[src/rtl/pipe_pkg.sv]
// Shared constants and entry type for the pipeline-stage buffers.
package pipe_pkg;

  localparam int unsigned XLEN_DEF      = 32;
  localparam int unsigned PAYLOAD_W_DEF = 32;
  localparam logic [31:0] RV_NOP        = 32'h0000_0013;

  typedef struct packed {
    logic [XLEN_DEF-1:0]      pc;
    logic                     pred;
    logic [PAYLOAD_W_DEF-1:0] payload;
  } pipe_entry_t;

endpackage

[src/rtl/pipe_slot.sv]
// One buffered pipeline entry: valid flag plus data register, synchronous active-low reset.
module pipe_slot #(
  parameter int unsigned Width = 65
) (
  input  logic             clk_i,
  input  logic             rst_ni,
  input  logic             load_i,
  input  logic             clr_i,
  input  logic [Width-1:0] data_i,
  output logic             valid_o,
  output logic [Width-1:0] data_o
);

  logic             valid_d, valid_q;
  logic [Width-1:0] data_d, data_q;

  // Clear wins over load; data is left untouched on clear so it can be held.
  always_comb begin
    valid_d = valid_q;
    data_d  = data_q;
    if (clr_i) begin
      valid_d = 1'b0;
    end else if (load_i) begin
      valid_d = 1'b1;
      data_d  = data_i;
    end
  end

  always_ff @(posedge clk_i) begin
    if (!rst_ni) begin
      valid_q <= 1'b0;
      data_q  <= '0;
    end else begin
      valid_q <= valid_d;
      data_q  <= data_d;
    end
  end

  assign valid_o = valid_q;
  assign data_o  = data_q;

endmodule

[src/rtl/pipe_stage_buf.sv]
// Pipeline-stage register with valid/ready handshake, flush and optional 2-entry skid buffer.
// Define PIPE_NOP_FILL_EN to drive an architectural NOP on the outputs during bubbles.
module pipe_stage_buf
  import pipe_pkg::*;
#(
  parameter int unsigned          XLEN        = XLEN_DEF,
  parameter int unsigned          PAYLOAD_W   = 32,
  parameter bit                   SKID        = 1'b1,
  parameter logic [PAYLOAD_W-1:0] NOP_PAYLOAD = RV_NOP
) (
  input  logic                 clk,
  input  logic                 rst_n,
  input  logic                 flush,
  input  logic                 in_valid,
  output logic                 in_ready,
  input  logic [XLEN-1:0]      in_pc,
  input  logic                 in_pred,
  input  logic [PAYLOAD_W-1:0] in_payload,
  output logic                 out_valid,
  input  logic                 out_ready,
  output logic [XLEN-1:0]      out_pc,
  output logic                 out_pred,
  output logic [PAYLOAD_W-1:0] out_payload,
  output logic [1:0]           occupancy
);

  typedef struct packed {
    logic [XLEN-1:0]      pc;
    logic                 pred;
    logic [PAYLOAD_W-1:0] payload;
  } entry_t;

  localparam int unsigned EntryW = $bits(entry_t);

  entry_t in_entry, main_din, main_data;
  logic   main_valid, main_load, main_clr;
  logic   skid_valid;
  logic   accept, pop;

  assign in_entry = '{pc: in_pc, pred: in_pred, payload: in_payload};
  assign accept   = in_valid && in_ready;
  assign pop      = main_valid && out_ready;

  pipe_slot #(
    .Width (EntryW)
  ) u_main (
    .clk_i   (clk),
    .rst_ni  (rst_n),
    .load_i  (main_load),
    .clr_i   (main_clr),
    .data_i  (main_din),
    .valid_o (main_valid),
    .data_o  (main_data)
  );

  if (SKID) begin : g_skid
    entry_t skid_data;
    logic   skid_load, skid_clr;

    pipe_slot #(
      .Width (EntryW)
    ) u_skid (
      .clk_i   (clk),
      .rst_ni  (rst_n),
      .load_i  (skid_load),
      .clr_i   (skid_clr),
      .data_i  (in_entry),
      .valid_o (skid_valid),
      .data_o  (skid_data)
    );

    // in_ready is a flop output; skid is only ever filled while main is held.
    assign in_ready = !skid_valid;

    always_comb begin
      main_din  = skid_valid ? skid_data : in_entry;
      main_load = (pop && skid_valid) || (accept && (!main_valid || pop));
      main_clr  = flush || (pop && !skid_valid && !accept);
      skid_load = accept && main_valid && !pop;
      skid_clr  = flush || (pop && skid_valid);
    end
  end else begin : g_single
    assign skid_valid = 1'b0;
    assign in_ready   = !main_valid || out_ready;

    always_comb begin
      main_din  = in_entry;
      main_load = accept;
      main_clr  = flush || (pop && !accept);
    end
  end

  assign out_valid = main_valid;
  assign occupancy = {1'b0, main_valid} + {1'b0, skid_valid};

`ifdef PIPE_NOP_FILL_EN
  always_comb begin
    out_pc      = '0;
    out_pred    = 1'b0;
    out_payload = NOP_PAYLOAD;
    if (main_valid) begin
      out_pc      = main_data.pc;
      out_pred    = main_data.pred;
      out_payload = main_data.payload;
    end
  end
`else
  logic unused_nop;
  assign unused_nop  = ^NOP_PAYLOAD;
  assign out_pc      = main_data.pc;
  assign out_pred    = main_data.pred;
  assign out_payload = main_data.payload;
`endif

endmodule

[config.mk]
export PLATFORM = sky130hd
export DESIGN_NAME = pipe_stage_buf
export DESIGN_NICKNAME = d
export VERILOG_FILES = /design/src/rtl/pipe_pkg.sv /design/src/rtl/pipe_slot.sv /design/src/rtl/pipe_stage_buf.sv
export SDC_FILE = /design/constraint.sdc
export NUM_CORES = 1
export LEC_CHECK = 0
export ABC_AREA = 1
export CAP_MARGIN = 0
export CORE_MARGIN = 10
export CORE_UTILIZATION = 50
export DETAILED_ROUTE_END_ITERATION = 8
export PLACE_DENSITY = 0.8
export SLEW_MARGIN = 20
export SYNTH_ARGS = -nofsm -noshare
export SYNTH_HDL_FRONTEND = slang
export SYNTH_SLANG_ARGS = --single-unit
[constraint.sdc]
create_clock -name clk -period 1.7 [get_ports clk]
set_clock_uncertainty 0.1 [all_clocks]
set_input_delay 0.34 -clock clk [delete_from_list [all_inputs] [get_ports clk]]
set_output_delay 0.34 -clock clk [all_outputs]
set_load 0.02 [all_outputs]
Yosys cells after proc, flatten, opt, wreduce, memory -nomap -nowiden
Cells that the tools add are included.
Widths: inputs -> output; s select.
Storage, ports and cells
  bits of input ports: 70
  register bits after elaboration: 132
  output and inout bits: 69
  word-level logic and storage cells: 29
Cells by class
  multiplexer cells: 1
  add/subtract/negate cells: 1
  bitwise logic cells: 3
  reductions and logical operators: 20
Operators with widths (number)
  $mux 65: 1
  $logic_and 1x1->1: 8
  $logic_not 1->1: 4
  $logic_or 1x1->1: 4
  $reduce_and 2->1: 2
  $reduce_or 2->1: 2
  $not 1->1: 3
  $add 1x1->2: 1

Logic depth before layout (Yosys ltp)
Gate-level depths: netlist of run 1.
  depth in word-level cells: 7
  mapped depth: 10
  gate-level depth less buffers: 7

Hierarchy
A second synthesis of run 1 with hierarchy kept.
Second synthesis, totals
  cells, all modules: 1076
  area total of the unflattened synthesis: 6478.7 µm²
By module, submodules not included
  pipe_slot: sequential area each 1321.3 µm², instances 2, area each 2780.2 µm², cells each 424
  pipe_stage_buf: sequential area each 0.0 µm², instances 1, area each 918.4 µm², cells each 228

Worst setup path before layout of run 1
Ideal clock, no wire load.
  path type: register to register
  start point: reg u_main.valid_q, in the netlist u_main.valid_o
  end point: reg g_skid.u_skid.data_q[14], in the netlist g_skid.u_skid.data_o[14]
  setup time: 132 ps
  cell stages (with the launch flop): 8
  arrival time: 1263 ps
  buffers on the path: 2
  period minus slack after synthesis: 1495 ps
  path slack: 205 ps
  data required time: 1468 ps
  cells stage by stage: dfxtp_1 -> nand2_1 -> nor2_4 -> nand2_1 -> buf_4 -> buf_2 -> nand2_1 -> a21oi_1
Between the ends
  longest elaborated chain between the ends: 5
  elaborated cells on any way between the ends: 8
  classes of those cells: bitwise: 1; reduce/logical: 7
Ends and longest elaborated chain
  from (decl): line pipe_slot.sv:14  | logic valid_d, valid_q;
  from (signal assigned): line pipe_slot.sv:34  | valid_q <= valid_d;
  $logic_and 1x1->1: line pipe_stage_buf.sv:42  | assign pop = main_valid && out_ready;
  $logic_and 1x1->1: line pipe_stage_buf.sv:80  | skid_clr = flush || (pop && skid_valid);
  $logic_or 1x1->1: line pipe_stage_buf.sv:80
  $not 1->1 (no source line)
  $reduce_and 2->1 (no source line) (*)
  to (signal assigned): line pipe_slot.sv:35  | data_q <= data_d;
  to (decl): line pipe_slot.sv:15  | logic [Width-1:0] data_d, data_q;
Every way passes the cells marked *; elsewhere a longest branch is shown, timed or not.
A chain may end at the register's enable or synchronous reset.

Final worst setup path of run 1
  start point: reg u_main.valid_q, in the netlist u_main.valid_o
  end point: out occupancy[0]
Between the ends
  longest elaborated chain between the ends: 1
Ends and longest elaborated chain
  $add 1x1->2: line pipe_stage_buf.sv:94  | assign occupancy = {1'b0, main_valid} + {1'b0, skid_valid};
  to (decl): line pipe_stage_buf.sv:24  | output logic [1:0] occupancy
Every way passes these cells.

==> results of run 1 <==
metal layers:
| layer | vias up | wire length [µm] | GRT usage |
|---|---|---|---|
| met1 | 2663 | 7160 | 0.235 |
| met4 | 0 | 273 | 0.0729 |
| li1 | 3067 | - | - |
| met5 | - | 0 | 0 |
| met3 | 22 | 991 | 0.0571 |
| met2 | 163 | 7730 | 0.313 |
cells in the mapped netlist, types with 5 or more instances:
master / n
clkbuf_1: 25
nand3_1: 68
buf_4: 10
buf_6: 5
nor2_1: 134
buf_2: 25
nand2_1: 393
dfxtp_1: 132
a21oi_1: 65
inv_1: 68
worst register-to-register path, cell delays in order (launching register included):
cell and delay, ns:
dfxtp_1 0.34, buf_4 0.14, nand2_1 0.14, nor2_4 0.17
buf_4 0.30, nand3_1 0.14, a21oi_1 0.16
per-stage QoR:
| stage | setup slack (ns) | util | area (µm²) | setup TNS [ns] |
|---|---|---|---|---|
| 5_1_grt | 0.00797 | 0.696 | 8010 | 0 |
| 2_1_floorplan | 0.205 | - | 5950 | 0 |
| 4_1_cts | -0.0414 | 0.697 | 8030 | -0.0414 |
| 6_report | 0.0921 | 0.696 | 8010 | 0 |
| 3_3_place_gp | -0.132 | 0.647 | 7450 | -11.82 |
| 3_5_place_dp | -0.163 | 0.647 | 7450 | -14.42 |
timing repair:
item,4_1_cts,5_1_grt
cloned,0,0
pin swaps,0,0
gates resized for setup,73,5
endpoints found under the setup margin,68,3
power groups by stage:
stage / Combinational, mW / Clock, mW / Sequential, mW
5_1_grt: 1.04 / 4.23 / 3.27
6_report: 0.940 / 4.05 / 3.26
3_5_place_dp: 1.01 / 0 / 3.33
2_1_floorplan: 0.402 / 0 / 3.44
3_3_place_gp: 1.00 / 0 / 3.33
4_1_cts: 0.950 / 4.10 / 3.26
worst paths after layout:
| path | slack [ns] | depth (start not counted) | start | endpoint |
|---|---|---|---|---|
| max | 0.09 | 2 | u_main.valid_o | occupancy[0] |
| min | 0.30 | 4 | rst_n | u_main.data_o[45] |
| max reg2reg | 0.14 | 6 | u_main.valid_o | g_skid.u_skid.data_o[7] |
| min reg2reg | 0.36 | 2 | g_skid.u_skid.data_o[14] | g_skid.u_skid.data_o[14] |
placed cells by master, fill, tap and decap left out:
master,Yosys,final
a21oi_1,65,65
a31oi_1,1,1
buf_12,0,8
buf_2,25,3
buf_4,10,18
bufinv_16,0,5
clkbuf_1,25,1
clkbuf_16,0,17
clkbuf_2,0,1
clkbuf_8,0,4
clkdlybuf4s50_1,0,68
clkinv_2,0,5
dfxtp_1,132,131
dfxtp_2,0,1
dlygate4sd2_1,0,65
ha_1,1,1
inv_1,68,66
inv_2,1,3
inv_4,1,1
nand2_1,393,392
nand2_2,1,2
nand3_1,68,68
nand3_4,0,1
nor2_1,134,134
nor2_4,1,1
cells by family (layout without fill, tap and decap cells):
group | after synthesis | in the layout | synth area share
adder cells (fa/ha/maj) | 1 | 1 | 0.00210
flip-flops | 132 | 132 | 0.444
AND/OR/NAND/NOR | 598 | 598 | 0.394
buffers and inverters | 135 | 265 | 0.103
AO/OA/AOI/OAI | 66 | 66 | 0.0557
layout make-up:
cell class              count  area share
multi-input cells         665       0.337
clock inverters            10      0.0219
inverters                  70      0.0331
clock buffers              22      0.0604
flip-flops and latches    132       0.330
well taps                 143      0.0223
repair buffers            163       0.195
sequential cells by signal (all words and copies together), names as in the netlist:
name                   cells
g_skid.u_skid.data_o      65
u_main.data_o             65
u_main.valid_o             1
g_skid.u_skid.valid_o      1
==> results.py, run 1 <==
metrics = {
    "logic_synthesis": {
        "ys_seq_area_frac": 0.444,
        "synthesis.nets": 1003,
        "synth_top_area_share": 0.444,
        "synthCells": 932,
        "synthFlopType": "dfxtp_1",
        "netlist_area_um2": 5950,
        "synth_seq_cells": 132,
        "synth_edf_count": 0,
        "synth_async_sr_flop_share": 0,
        "yosysTopAreaCell": "dfxtp_1",
        "yosys_warnings": 0,
        "yosys-top-cells-area": "dfxtp_1 44%, nand2_1 25%, nor2_1 8.5%, nand3_1 5.7%, a21oi_1 5.5%",
        "ys_types": 17,
        "syn_area_per_cell_um2": 6.38,
    },
    "clock_tree": {
        "ctsHtreeMaxLevel": 4,
        "insertion_delay_ns": 0.41,
        "cts.clk_slew.worst_paths_ns": 0.06,
        "clock_sinks": 132,
        "cts_made_buffers": 17,
        "cts_tree": "yes",
        "root_buffer": "clkbuf_16",
        "cts_setup_buffers": 0,
        "clockBufferDepth": 2,
        "cts-hold-fix-buffers": 0,
    },
    "sta": {
        "max_slew_margin": 0.723,
        "min_period_ns": 1.61,
        "hold_ws_ns": 0.303,
        "fin_crit_sh": 0.946,
        "setup_viol": 0,
        "finalHoldViolCount": 0,
        "drv_slew": 0,
        "max_freq_ghz": 0.622,
        "rsz0062_at_grt": "false",
        "worstMarginPinSlew_ns": 0.415,
    },
    "pwr": {
        "internal-power_mw": 6.35,
        "pwr-share-clk": 0.491,
        "powerDensity_nw_per_um2": 1030,
        "max-vdd-ir-drop_mv": 0.590,
        "leakagePower_nw": 4.00,
        "switching_share": 0.230,
        "comb_power_share": 0.114,
        "p_seq_frac": 0.395,
        "finalPower_mw": 8.25,
        "p_switching_mw": 1.90,
    },
    "global_routing": {
        "grt_pass1_wl_um": 26300,
        "grt_pass1_vias": 5328,
        "grt_start_max_net_pins": 49,
        "antenna_found_initial": 0,
        "grt_overflow": 0,
        "grt_usage": 0.192,
    },
    "flow_run": {
        "drv_cap": 0,
    },
    "detailed_routing": {
        "vias": 5915,
        "drtIter0Drc": 443,
        "wirelength_um": 16200,
        "viasPerCell": 4.91,
        "wl_per_cell_um": 13.4,
        "first_pass_iters": 5,
        "drc": 0,
        "ant_nets": 0,
    },
    "placed_design": {
        "place_congestion": 0.789,
        "dp_hpwl_um": 10600,
        "port_buffers": 138,
        "numPlacedInstances": 1173,
    },
    "setup_path": {
        "slowest_stage": "dfxtp_1",
        "path_class": "register to output port",
        "crit_arrival_ns": 1.17,
        "cp_slowest_stage_delay_ns": 0.32,
        "cp.required_ns": 1.26,
        "worst-path-buf-inv": 1,
        "crit_path_start_kind": "register",
        "worstPathCellList": "ha_1, buf_2",
        "critical_path.top_delay_family": "flip-flops",
        "path_max_fanout": 2,
        "crit_path_end_kind": "output port",
    },
    "cells_and_area": {
        "final_cells": 1205,
        "regArea_um2": 2640,
        "drive_above_1_share": 0.0659,
        "nets": 1120,
        "nFillCells": 981,
        "diodes": 0,
        "synthToLayoutAreaGrowth_pct": 34.7,
        "multiInputGateArea_um2": 2700,
    },
    "die": {
        "die_height_um": 129,
        "die_area_um2": 16700,
        "coreArea_um2": 11500,
        "start_util": 0.517,
        "io_pins": 139,
        "die_w_um": 129,
        "rows": 39,
    },
    "min_path": {
        "hold_path_class": "input pin to register",
    },
    "outcome": {
        "outcome": "completed",
    },
}
No activity file was read; power rests on OpenSTA's default activity.
==> inputs of run 2 (changes only) <==
--- a/config.mk
+++ b/config.mk
@@ -9,8 +9,10 @@
 export CAP_MARGIN = 0
 export CORE_MARGIN = 10
 export CORE_UTILIZATION = 50
+export CTS_CLUSTER_DIAMETER = 40
 export DETAILED_ROUTE_END_ITERATION = 8
 export PLACE_DENSITY = 0.8
+export SKIP_CTS_REPAIR_TIMING = 1
 export SLEW_MARGIN = 20
 export SYNTH_ARGS = -nofsm -noshare
 export SYNTH_HDL_FRONTEND = slang
==> results.py, run 2 (synthesis results as in run 1) <==
metrics = {
    "pwr": {
        "leakagePower_nw": 4.83,
        "max-vdd-ir-drop_mv": 0.588,
        "finalPower_mw": 8.30,
        "powerDensity_nw_per_um2": 1000,
    },
    "die": {
        "die_w_um": 129,
        "io_pins": 139,
        "coreArea_um2": 11500,
        "start_util": 0.517,
        "rows": 39,
        "die_height_um": 129,
        "die_area_um2": 16700,
    },
    "clock_tree": {
        "clock_sinks": 132,
        "clockBufferDepth": 2,
        "cts.clk_slew.worst_paths_ns": 0.06,
        "insertion_delay_ns": 0.41,
        "root_buffer": "clkbuf_16",
        "cts_made_buffers": 17,
        "cts_tree": "yes",
        "ctsHtreeMaxLevel": 4,
    },
    "cells_and_area": {
        "diodes": 0,
        "multiInputGateArea_um2": 2700,
        "nFillCells": 915,
        "regArea_um2": 2640,
        "nets": 1120,
        "layout_commonest_cell": "nand2_1",
        "postLayoutCellArea_um2": 8270,
        "final_cell_mix": "392 x nand2_1, 134 x nor2_1, 131 x dfxtp_1, 68 x nand3_1, 68 x clkdlybuf4s50_1",
        "drive_above_1_share": 0.0640,
        "synthToLayoutAreaGrowth_pct": 39.1,
    },
    "detailed_routing": {
        "drtIter0Drc": 433,
        "drc": 0,
        "first_pass_iters": 5,
        "viasPerCell": 4.89,
        "wl_per_cell_um": 13.5,
        "ant_nets": 0,
        "vias": 5892,
        "wirelength_um": 16300,
    },
    "setup_path": {
        "worstPathCellList": "buf_4, inv_4, dlymetal6s2s_1",
        "cp.required_ns": 1.26,
        "cp_slowest_stage_delay_ns": 0.32,
        "crit_arrival_ns": 1.18,
        "crit_path_end_kind": "output port",
        "slowest_stage": "dfxtp_2",
        "crit_path_start_kind": "register",
        "path_max_fanout": 4,
        "path_class": "register to output port",
    },
    "sta": {
        "rsz0062_at_grt": "false",
        "drv_slew": 0,
        "fin_crit_sh": 0.956,
        "setup_viol": 0,
        "finalHoldViolCount": 0,
        "max_freq_ghz": 0.616,
        "max_slew_margin": 0.722,
        "min_period_ns": 1.62,
        "worstMarginPinSlew_ns": 0.417,
        "final.setup.tns_ns": 0,
    },
    "global_routing": {
        "grt_usage": 0.192,
        "grt_pass1_vias": 5315,
        "antenna_found_initial": 0,
        "grt_overflow": 0,
        "grt_start_max_net_pins": 49,
        "grt_pass1_wl_um": 26200,
    },
    "placed_design": {
        "detailed_place.area_um2": 7450,
        "port_buffers": 138,
        "place_congestion": 0.789,
        "dp_hpwl_um": 10600,
    },
    "flow_run": {
        "drv_cap": 0,
    },
    "min_path": {
        "hold_path_class": "input pin to register",
    },
    "outcome": {
        "outcome": "completed",
    },
}
-- run 2: cell types whose count changed in the layout (fill, tap and decap cells not counted), sizes merged --
| cell | before | now |
|---|---|---|
| dlymetal6s2s | 0 | 67 |
| dlygate4sd2 | 65 | 0 |
| buf | 29 | 27 |
-- run 2: layout make-up --
class / instances / area share
Tap cell: 143 / 0.0216
Multi-Input combinational cell: 665 / 0.326
Clock buffer: 22 / 0.0585
Clock inverter: 10 / 0.0212
Sequential cell: 132 / 0.320
Inverter: 70 / 0.0321
Timing Repair Buffer: 163 / 0.221
-- run 2: power breakdown --
| part | switching, mW | internal, mW | total, mW |
|---|---|---|---|
| clock | 1.30 | 2.75 | 4.05 |
| sequential | 0.0530 | 3.21 | 3.26 |
| combinational | 0.542 | 0.449 | 0.991 |
| total | 1.90 | 6.40 | 8.30 |
-- run 2: final timing paths --
kind / startpoint / endpoint / slack [ns] / cells past startpoint
setup / recovery: g_skid.u_skid.valid_o / in_ready / 0.08 / 3
hold / removal: rst_n / u_main.data_o[45] / 0.30 / 4
setup reg to reg: u_main.valid_o / g_skid.u_skid.data_o[7] / 0.13 / 6
hold reg to reg: g_skid.u_skid.data_o[14] / g_skid.u_skid.data_o[14] / 0.36 / 2
-- run 2: metrics by stage --
step	setup slack [ns]	hold WS, ns	utilization	cells
after floorplan	0.205	0.339	-	932
after global placement	-0.132	0.347	0.647	1173
after detailed placement	-0.163	0.351	0.647	1173
after CTS	-0.399	0.285	0.704	1205
after global routing	0.00984	0.297	0.718	1205
final	0.0755	0.299	0.718	1205
-- run 2: metal layers --
layer / global-route usage / vias to the layer above / wire length [µm]
met3: 0.0571 / 25 / 950
met4: 0.0729 / 0 / 289
met2: 0.313 / 155 / 7810
li1: - / 3062 / -
met5: 0 / - / 0
met1: 0.234 / 2650 / 7230
-- run 2: critical path: cells and delay by family, from the launching register on --
family	cells	cell delay (ns)
buffers and inverters	3	0.45
flip-flops	1	0.32
==> inputs of run 3 (changes only) <==
--- a/config.mk
+++ b/config.mk
@@ -8,10 +8,10 @@
 export ABC_AREA = 1
 export CAP_MARGIN = 0
 export CORE_MARGIN = 10
-export CORE_UTILIZATION = 50
+export CORE_UTILIZATION = 54
 export CTS_CLUSTER_DIAMETER = 40
 export DETAILED_ROUTE_END_ITERATION = 8
-export PLACE_DENSITY = 0.8
+export PLACE_DENSITY = 0.85
 export SKIP_CTS_REPAIR_TIMING = 1
 export SLEW_MARGIN = 20
 export SYNTH_ARGS = -nofsm -noshare
==> constraint.sdc (replaced) <==
create_clock -name clk -period 2 [get_ports clk]
set_clock_uncertainty 0.1 [all_clocks]
set_input_delay 0.4 -clock clk [delete_from_list [all_inputs] [get_ports clk]]
set_output_delay 0.4 -clock clk [all_outputs]
set_load 0.02 [all_outputs]
==> results.py, run 3 (synthesis results as in run 1) <==
metrics = {
    "outcome": {
        "outcome": "completed",
    },
    "cells_and_area": {
        "nets": 1117,
        "drive_above_1_share": 0.0585,
        "layout_commonest_cell": "nand2_1",
        "post-route-util": 0.747,
        "final_cells": 1199,
        "diodes": 0,
        "final_cell_mix": "392 x nand2_1, 134 x nor2_1, 131 x dfxtp_1, 86 x clkdlybuf4s50_1, 68 x nand3_1",
        "postLayoutCellArea_um2": 8070,
        "synthToLayoutAreaGrowth_pct": 35.6,
    },
    "clock_tree": {
        "cts.clk_slew.worst_paths_ns": 0.06,
        "ctsHtreeMaxLevel": 4,
        "cts_tree": "yes",
        "clockBufferDepth": 2,
        "cts_made_buffers": 17,
        "root_buffer": "clkbuf_8",
        "insertion_delay_ns": 0.51,
        "clock_sinks": 132,
    },
    "setup_path": {
        "critical_path.top_delay_family": "buffers and inverters",
        "cp_slowest_stage_delay_ns": 0.63,
        "crit_arrival_ns": 1.46,
        "crit_path_end_kind": "output port",
        "worst-path-buf-inv": 1,
        "path_class": "register to output port",
        "path_max_fanout": 2,
        "crit_path_start_kind": "register",
        "reg2reg_from": "u_main.valid_o",
        "cp.required_ns": 1.50,
        "crit_start": "u_main.data_o[40]",
        "slowest_stage": "clkdlybuf4s50_1",
        "worstPathCellList": "clkdlybuf4s50_1",
    },
    "placed_design": {
        "dp_hpwl_um": 10600,
        "numPlacedInstances": 1167,
        "port_buffers": 138,
        "place_congestion": 0.813,
        "dp_slack_ns": 0.0459,
        "detailed_place.area_um2": 7410,
    },
    "sta": {
        "max_slew_margin": 0.727,
        "min_period_ns": 1.96,
        "worstMarginPinSlew_ns": 0.409,
        "drv_slew": 0,
        "setup_viol": 0,
        "max_freq_ghz": 0.511,
        "finalHoldViolCount": 0,
        "fin_ws_ns": 0.0430,
        "final.setup.tns_ns": 0,
        "fin_crit_sh": 0.978,
        "hold_ws_ns": 0.167,
    },
    "pwr": {
        "leakagePower_nw": 4.45,
        "p_seq_frac": 0.436,
        "p_switching_mw": 1.71,
        "switching_share": 0.269,
        "finalPower_mw": 6.35,
        "max-vdd-ir-drop_mv": 0.453,
        "powerDensity_nw_per_um2": 788,
        "comb_power_share": 0.133,
        "pwr-share-clk": 0.431,
        "internal-power_mw": 4.64,
    },
    "detailed_routing": {
        "vias": 5942,
        "drtIter0Drc": 465,
        "drc": 0,
        "wirelength_um": 16300,
        "wl_per_cell_um": 13.6,
        "first_pass_iters": 5,
        "ant_nets": 0,
        "viasPerCell": 4.96,
    },
    "flow_run": {
        "drv_cap": 0,
    },
    "global_routing": {
        "grt_overflow": 0,
        "antenna_found_initial": 0,
        "grt_start_max_net_pins": 52,
        "grt_pass1_wl_um": 26400,
        "grt_usage": 0.198,
        "grt_pass1_vias": 5432,
    },
    "die": {
        "io_pins": 139,
        "coreArea_um2": 10800,
        "die_area_um2": 15600,
        "start_util": 0.551,
        "die_height_um": 125,
        "rows": 38,
        "die_w_um": 125,
    },
    "min_path": {
        "hold_path_class": "input pin to register",
        "min_from": "rst_n",
    },
}
[run 3: changes by cell type in the layout (fill, tap and decap cells not counted), sizes merged]
cell,previous run,this run
clkdlybuf4s50,68,86
dlymetal6s2s,67,51
clkinvlp,0,6
bufinv,5,0
buf,27,23
clkbuf,23,19
inv,70,74
clkinv,5,3
[run 3: metal layers]
metal,vias up,routed length [µm],track usage
met5,-,0,0
met1,2668,7040,0.246
met2,191,7950,0.321
met3,25,1000,0.0541
met4,0,309,0.0752
li1,3058,-,-
[run 3: power by group through the flow]
stage	logic, mW	registers [mW]	clock network, mW
after floorplan	0.342	2.93	0
after global placement	0.845	2.83	0
after detailed placement	0.853	2.83	0
after CTS	0.860	2.77	2.77
after global routing	0.931	2.78	2.89
final	0.846	2.77	2.74
[run 3: worst paths after layout]
path                            slack, ns                        to  cells after the start
worst max-delay path                 0.04                 out_pc[7]                      1
worst min-delay path                 0.17          u_main.data_o[9]                      3
worst max register to register       0.35  g_skid.u_skid.data_o[59]                      6
worst min register to register       0.36   g_skid.u_skid.data_o[1]                      2
[run 3: layout make-up]
class                      instances  area (µm²)
clock buffer                      19         422
inverter                          70         265
tap                              140         175
timing repair buffer             160        1760
fill                             833        2730
sequential                       132        2640
clock inverter                    13         103
multi-input combinational        665        2700
==> patch 1 (config.mk and constraints of run 2) <==
The option `PIPE_NOP_FILL_EN` is turned on by a define.
--- a/src/rtl/pipe_stage_buf.sv
+++ b/src/rtl/pipe_stage_buf.sv
@@ -1,5 +1,7 @@
 // Pipeline-stage register with valid/ready handshake, flush and optional 2-entry skid buffer.
 // Define PIPE_NOP_FILL_EN to drive an architectural NOP on the outputs during bubbles.
+`define PIPE_NOP_FILL_EN
+
 module pipe_stage_buf
   import pipe_pkg::*;
 #(
Behaviour: not the same (a bounded check fails within 4 cycles, from zero or initial values and one cycle with rst_n low).
==> patch 1 against run 2 <==
  * The flow now finishes with violations (negative setup slack)
  * Power shrank 11%
  * Synthesized area is 7.2% higher
  * Via count up 11%
  * Combinational power down 13%
  * Sequential cell count unchanged
  * Setup slack worse by 210 ps
  * Critical path depth stayed put
  * Non-clock buffer count up 5
  * Cell area up 4.4%
  * Sequential power is essentially flat
  * First-iteration DRC count increased by 17%
  * Wire length up 12%
==> patch 1: results (changes against run 2) <==
stage;metric;value;unit;change
clock_network;h-tree-depth;4;;unchanged
placed_design;dp_hpwl;11.3;mm;+7.1%
worst_setup_path;arrival;1390;ps;+210 ps
worst_setup_path;crit_slowest_cell;dfxtp_4;;
detailed_routing;via_per_inst;4.80;;-1.8%
final_layout;area_growth;35.4;%;
status;violations;negative setup slack;;
global_routing;antenna_found_initial;1;;+1
synth;synth_fp_nets;1135;;+13%
placed_design;place_congestion;0.828;;+5.0%
timing;setup_viol;45;;+45
clock_network;clk_pin_slew_worst_paths;50;ps;
status;status;complete, but fails checks;;
min_path;hold_path.class;in2reg;;
placed_design;port_buffers;138;;unchanged
global_routing;grt_pass1_wl;29.8;mm;+14%
power_and_ir_drop;p_leak;4.51;nW;-6.7%
placed_design;place_worst_setup_slack;-184;ps;-21.1 ps
power_and_ir_drop;irDropWorstVdd;0.603;mV;+2.6%
detailed_routing;drt_pass1_iterations;5;;unchanged
clock_network;cts_root_buf;clkbuf_16;;
timing;setup_ws;-135;ps;-210 ps
global_routing;grt_pass1_vias;6393;;+20%
worst_setup_path;cpPeakStageDelay;390;ps;+70 ps
synth;async_flop_share;0;%;unchanged
synth;yosys_warnings;0;;unchanged
final_layout;fill_cells;1110;;+21%
clock_network;cts_buffer_depth;2;;unchanged
clock_network;clock_latency;420;ps;
placed_design;dp.cells;1327;;+13%
synth;synth_common_cells;nand2_1, nor2_1, dfxtp_1;;
worst_setup_path;worstPathMaxFanout;12;;+8
clock_network;numCtsBuffers;17;;unchanged
synth;syn_area_per_cell;5.99;µm²;-6.1%
synth;synth_cell_types;15;;-2
final_layout;final_cells;1366;;+13%
synth;synth_seq_area_share;41.4;%;-3.0 points
synth;synth_area_leaders;dfxtp_1, nand2_1, nor2_1;;
global_routing;grt_max_degree;68;;+39%
worst_setup_path;crit_family;flip-flops;;
placed_design;placed_area;0.00800;mm²;+7.4%
detailed_routing;wl_per_cell;13.3;µm;-1.6%
detailed_routing;drt_iter0_drc;506;;+17%
timing;relSlewSlack;71.9;%;-0.31 points
final_layout;drive_above_1_share;13.4;%;+7.0 points
global_routing;track_usage;20.1;%;+0.93 points
-- patch 1: where the power goes --
| part | internal, mW | switching [mW] |
|---|---|---|
| registers | 3.21 | 0.0586 |
| clock network | 1.95 | 1.31 |
| logic | 0.389 | 0.476 |
-- patch 1: area by class of cell --
cell class / count / share of cell area (%)
timing repair buffer: 168 / 20.5
clock inverter: 11 / 0.696
clock buffer: 21 / 5.45
sequential: 132 / 30.7
antenna: 1 / 0.0290
multi-input combinational: 729 / 34.4
inverter: 132 / 5.74
tap: 172 / 2.49
-- patch 1: per-stage QoR --
stage | total power [mW] | TNS, ps
5_1_grt | 7.70 | -5350
2_1_floorplan | 3.77 | -725
4_1_cts | 7.40 | -33630
3_5_place_dp | 4.16 | -20020
6_report | 7.39 | -1400
3_3_place_gp | 4.14 | -18010
-- patch 1: cells by family (layout without fill, tap and decap cells) --
family	count (synthesis)	after routing	synth area share (%)
AOI/OAI and AO/OA	68	68	5.39
and+or+nand+nor	660	660	40.2
buffers and inverters	203	332	12.8
other	0	1	0
adders and majority gates	1	1	0.196
DFF	132	132	41.4
-- patch 1: metal layers --
metal  track usage [%]  vias up  part of all wire [%]
met5                 0        -                     0
met4              7.40        0                   1.9
met3              6.17       28                   6.7
met2              33.8      209                    48
met1              23.4     2933                    43
li1                  -     3386                     -
-- patch 1: final timing paths --
path	startpoint	to	slack, ps	cells after the start
worst max-delay path	u_main.valid_o$_SDFFE_PP0P_	occupancy[0]	-130	3
worst min-delay path	rst_n	g_skid.u_skid.data_o[61]$_SDFFE_PN0P_	280	3
worst max register to register	u_main.valid_o$_SDFFE_PP0P_	g_skid.u_skid.data_o[38]$_SDFFE_PN0P_	80	7
worst min register to register	g_skid.u_skid.data_o[2]$_SDFFE_PN0P_	g_skid.u_skid.data_o[2]$_SDFFE_PN0P_	360	2
==> patch 2 (config.mk and constraints of run 2) <==
Made on the original files. Make the reset (`rst_ni`) asynchronous in one clocked block. Comments in the files are not updated.
--- a/src/rtl/pipe_slot.sv
+++ b/src/rtl/pipe_slot.sv
@@ -26,7 +26,7 @@
     end
   end
 
-  always_ff @(posedge clk_i) begin
+  always_ff @(posedge clk_i or negedge rst_ni) begin
     if (!rst_ni) begin
       valid_q <= 1'b0;
       data_q  <= '0;
Behaviour: differs if rst_n is asserted again (counterexample within 4 cycles, from zero or initial values and one cycle with rst_n low); with rst_n held inactive, the same outputs for 10 cycles.
==> patch 2 against run 2 <==
  * The flow now finishes with violations (negative setup slack)
  * Highest routed layer unchanged
  * Sequential cell count unchanged
  * Setup slack got worse by 100 ps
  * Synthesized area increased by 3.1%
  * Cell area increased by 11%
  * Die area increased by 2.6%
  * Global-route usage increased by 1.8 points
  * Wire length increased by 25%
  * First-iteration DRC count increased by 54%
  * Largest cell class is now flip-flops and latches
Power is not compared: it rests on default switching activity, and its combinational part moved more than twofold at a synthesized area within 25%.
==> patch 2: results (changes against run 2) <==
stage;metric;value;unit;change
worst_setup_path;r2r_end;g_skid.u_skid.data_o[29]$_DFFE_PN0P_;;
final_layout;diodes;0;;unchanged
detailed_routing;drt_iter0_drc;667;;+54%
synth;syn_area_per_cell;7.71;µm²;+21%
synth;synth_fa_ha_area_share;0.204;%;-0.0062 points
power_and_ir_drop;p_leak;5.53;nW;
timing;setup_ws;-27.6;ps;-103 ps
worst_setup_path;critPathLaunch;g_skid.u_skid.valid_o$_DFFE_PN0P_;;
synth;synth_top_area_cell;dfrtp_1;;
status;violations;negative setup slack;;
power_and_ir_drop;finalPower;10.8;mW;
timing;worst_slew_pin_slew;375;ps;-42.2 ps
placed_design;place_congestion;0.787;;-0.27%
global_routing;grt_pass1_vias;5552;;+4.5%
global_routing;grt_pass1_wl;28.5;mm;+8.8%
status;status;complete, but fails checks;;
timing;hold_slack;281;ps;-18.5 ps
clock_network;cts_root_buf;clkbuf_16;;
detailed_routing;drt_pass1_iterations;5;;unchanged
worst_setup_path;r2r_cells;8;;+2
global_routing;track_usage;21.0;%;+1.8 points
worst_setup_path;r2r_setup_slack;-20;ps;-150 ps
worst_setup_path;worstPathMaxFanout;3;;-1
synth;async_flop_share;100;%;+100 points
timing;setup_viol;24;;+24
synth;synth_fp_nets;866;;-14%
timing;totalNegativeSetupSlack;-208;ps;-208 ps
synth;synth_area_leaders;dfrtp_1, nand2_1, nand3_1;;
detailed_routing;routed_wl;20.4;mm;+25%
worst_setup_path;cpPeakStageDelay;430;ps;+110 ps
synth;synth_common_cells;nand2_1, dfrtp_1, nand3_1;;
min_path;hold_path.class;in2async;;
final_layout;drive_above_1_share;12.7;%;+6.3 points
synth;synth_seq_area_share;53.9;%;+9.5 points
clock_network;cts_buffer_depth;2;;unchanged
synth;synth_compound_area_share;0.490;%;-5.1 points
synth;yosys_warnings;0;;unchanged
worst_setup_path;crit_slowest_cell;dfrtp_2;;
clock_network;h-tree-depth;4;;unchanged
final_layout;finalNetCount;1027;;-8.3%
synth;synth_cell_types;17;;unchanged
placed_design;dp_hpwl;11.3;mm;+7.1%
placed_design;place_worst_setup_slack;-262;ps;-99.8 ps
detailed_routing;via_per_inst;5.39;;+10%
clock_network;numCtsBuffers;17;;unchanged
global_routing;grt_max_degree;45;;-8.2%
placed_design;placed_area;0.00780;mm²;+4.7%
final_layout;final_cells;1116;;-7.4%
patch 2: cell count changes in the layout (fill, tap and decap cells not counted), sizes merged, moves of 8 or more:
| cell | change |
|---|---|
| nor2 | -133 |
| dfrtp | +132 |
| dfxtp | -132 |
| nand2 | +70 |
| inv | -65 |
| a21oi | -64 |
| nand3 | +61 |
| buf | +25 |
| clkbuf | +8 |
patch 2: area by class of cell:
| type | count | area, µm² |
|---|---|---|
| Sequential cell | 132 | 3300 |
| Fill cell | 822 | 2820 |
| Multi-Input combinational cell | 602 | 2610 |
| Timing Repair Buffer | 197 | 2450 |
| Clock buffer | 21 | 480 |
| Tap cell | 147 | 184 |
| Clock inverter | 11 | 130 |
| Inverter | 6 | 30.0 |
patch 2: routing by layer:
metal  part of all wire [%]  track usage [%]  vias up
li1                       -                -     2819
met4                    2.0             7.00        0
met1                     41             27.4     2815
met3                    8.6             6.04       38
met2                     49             32.9      343
met5                      0                0        -
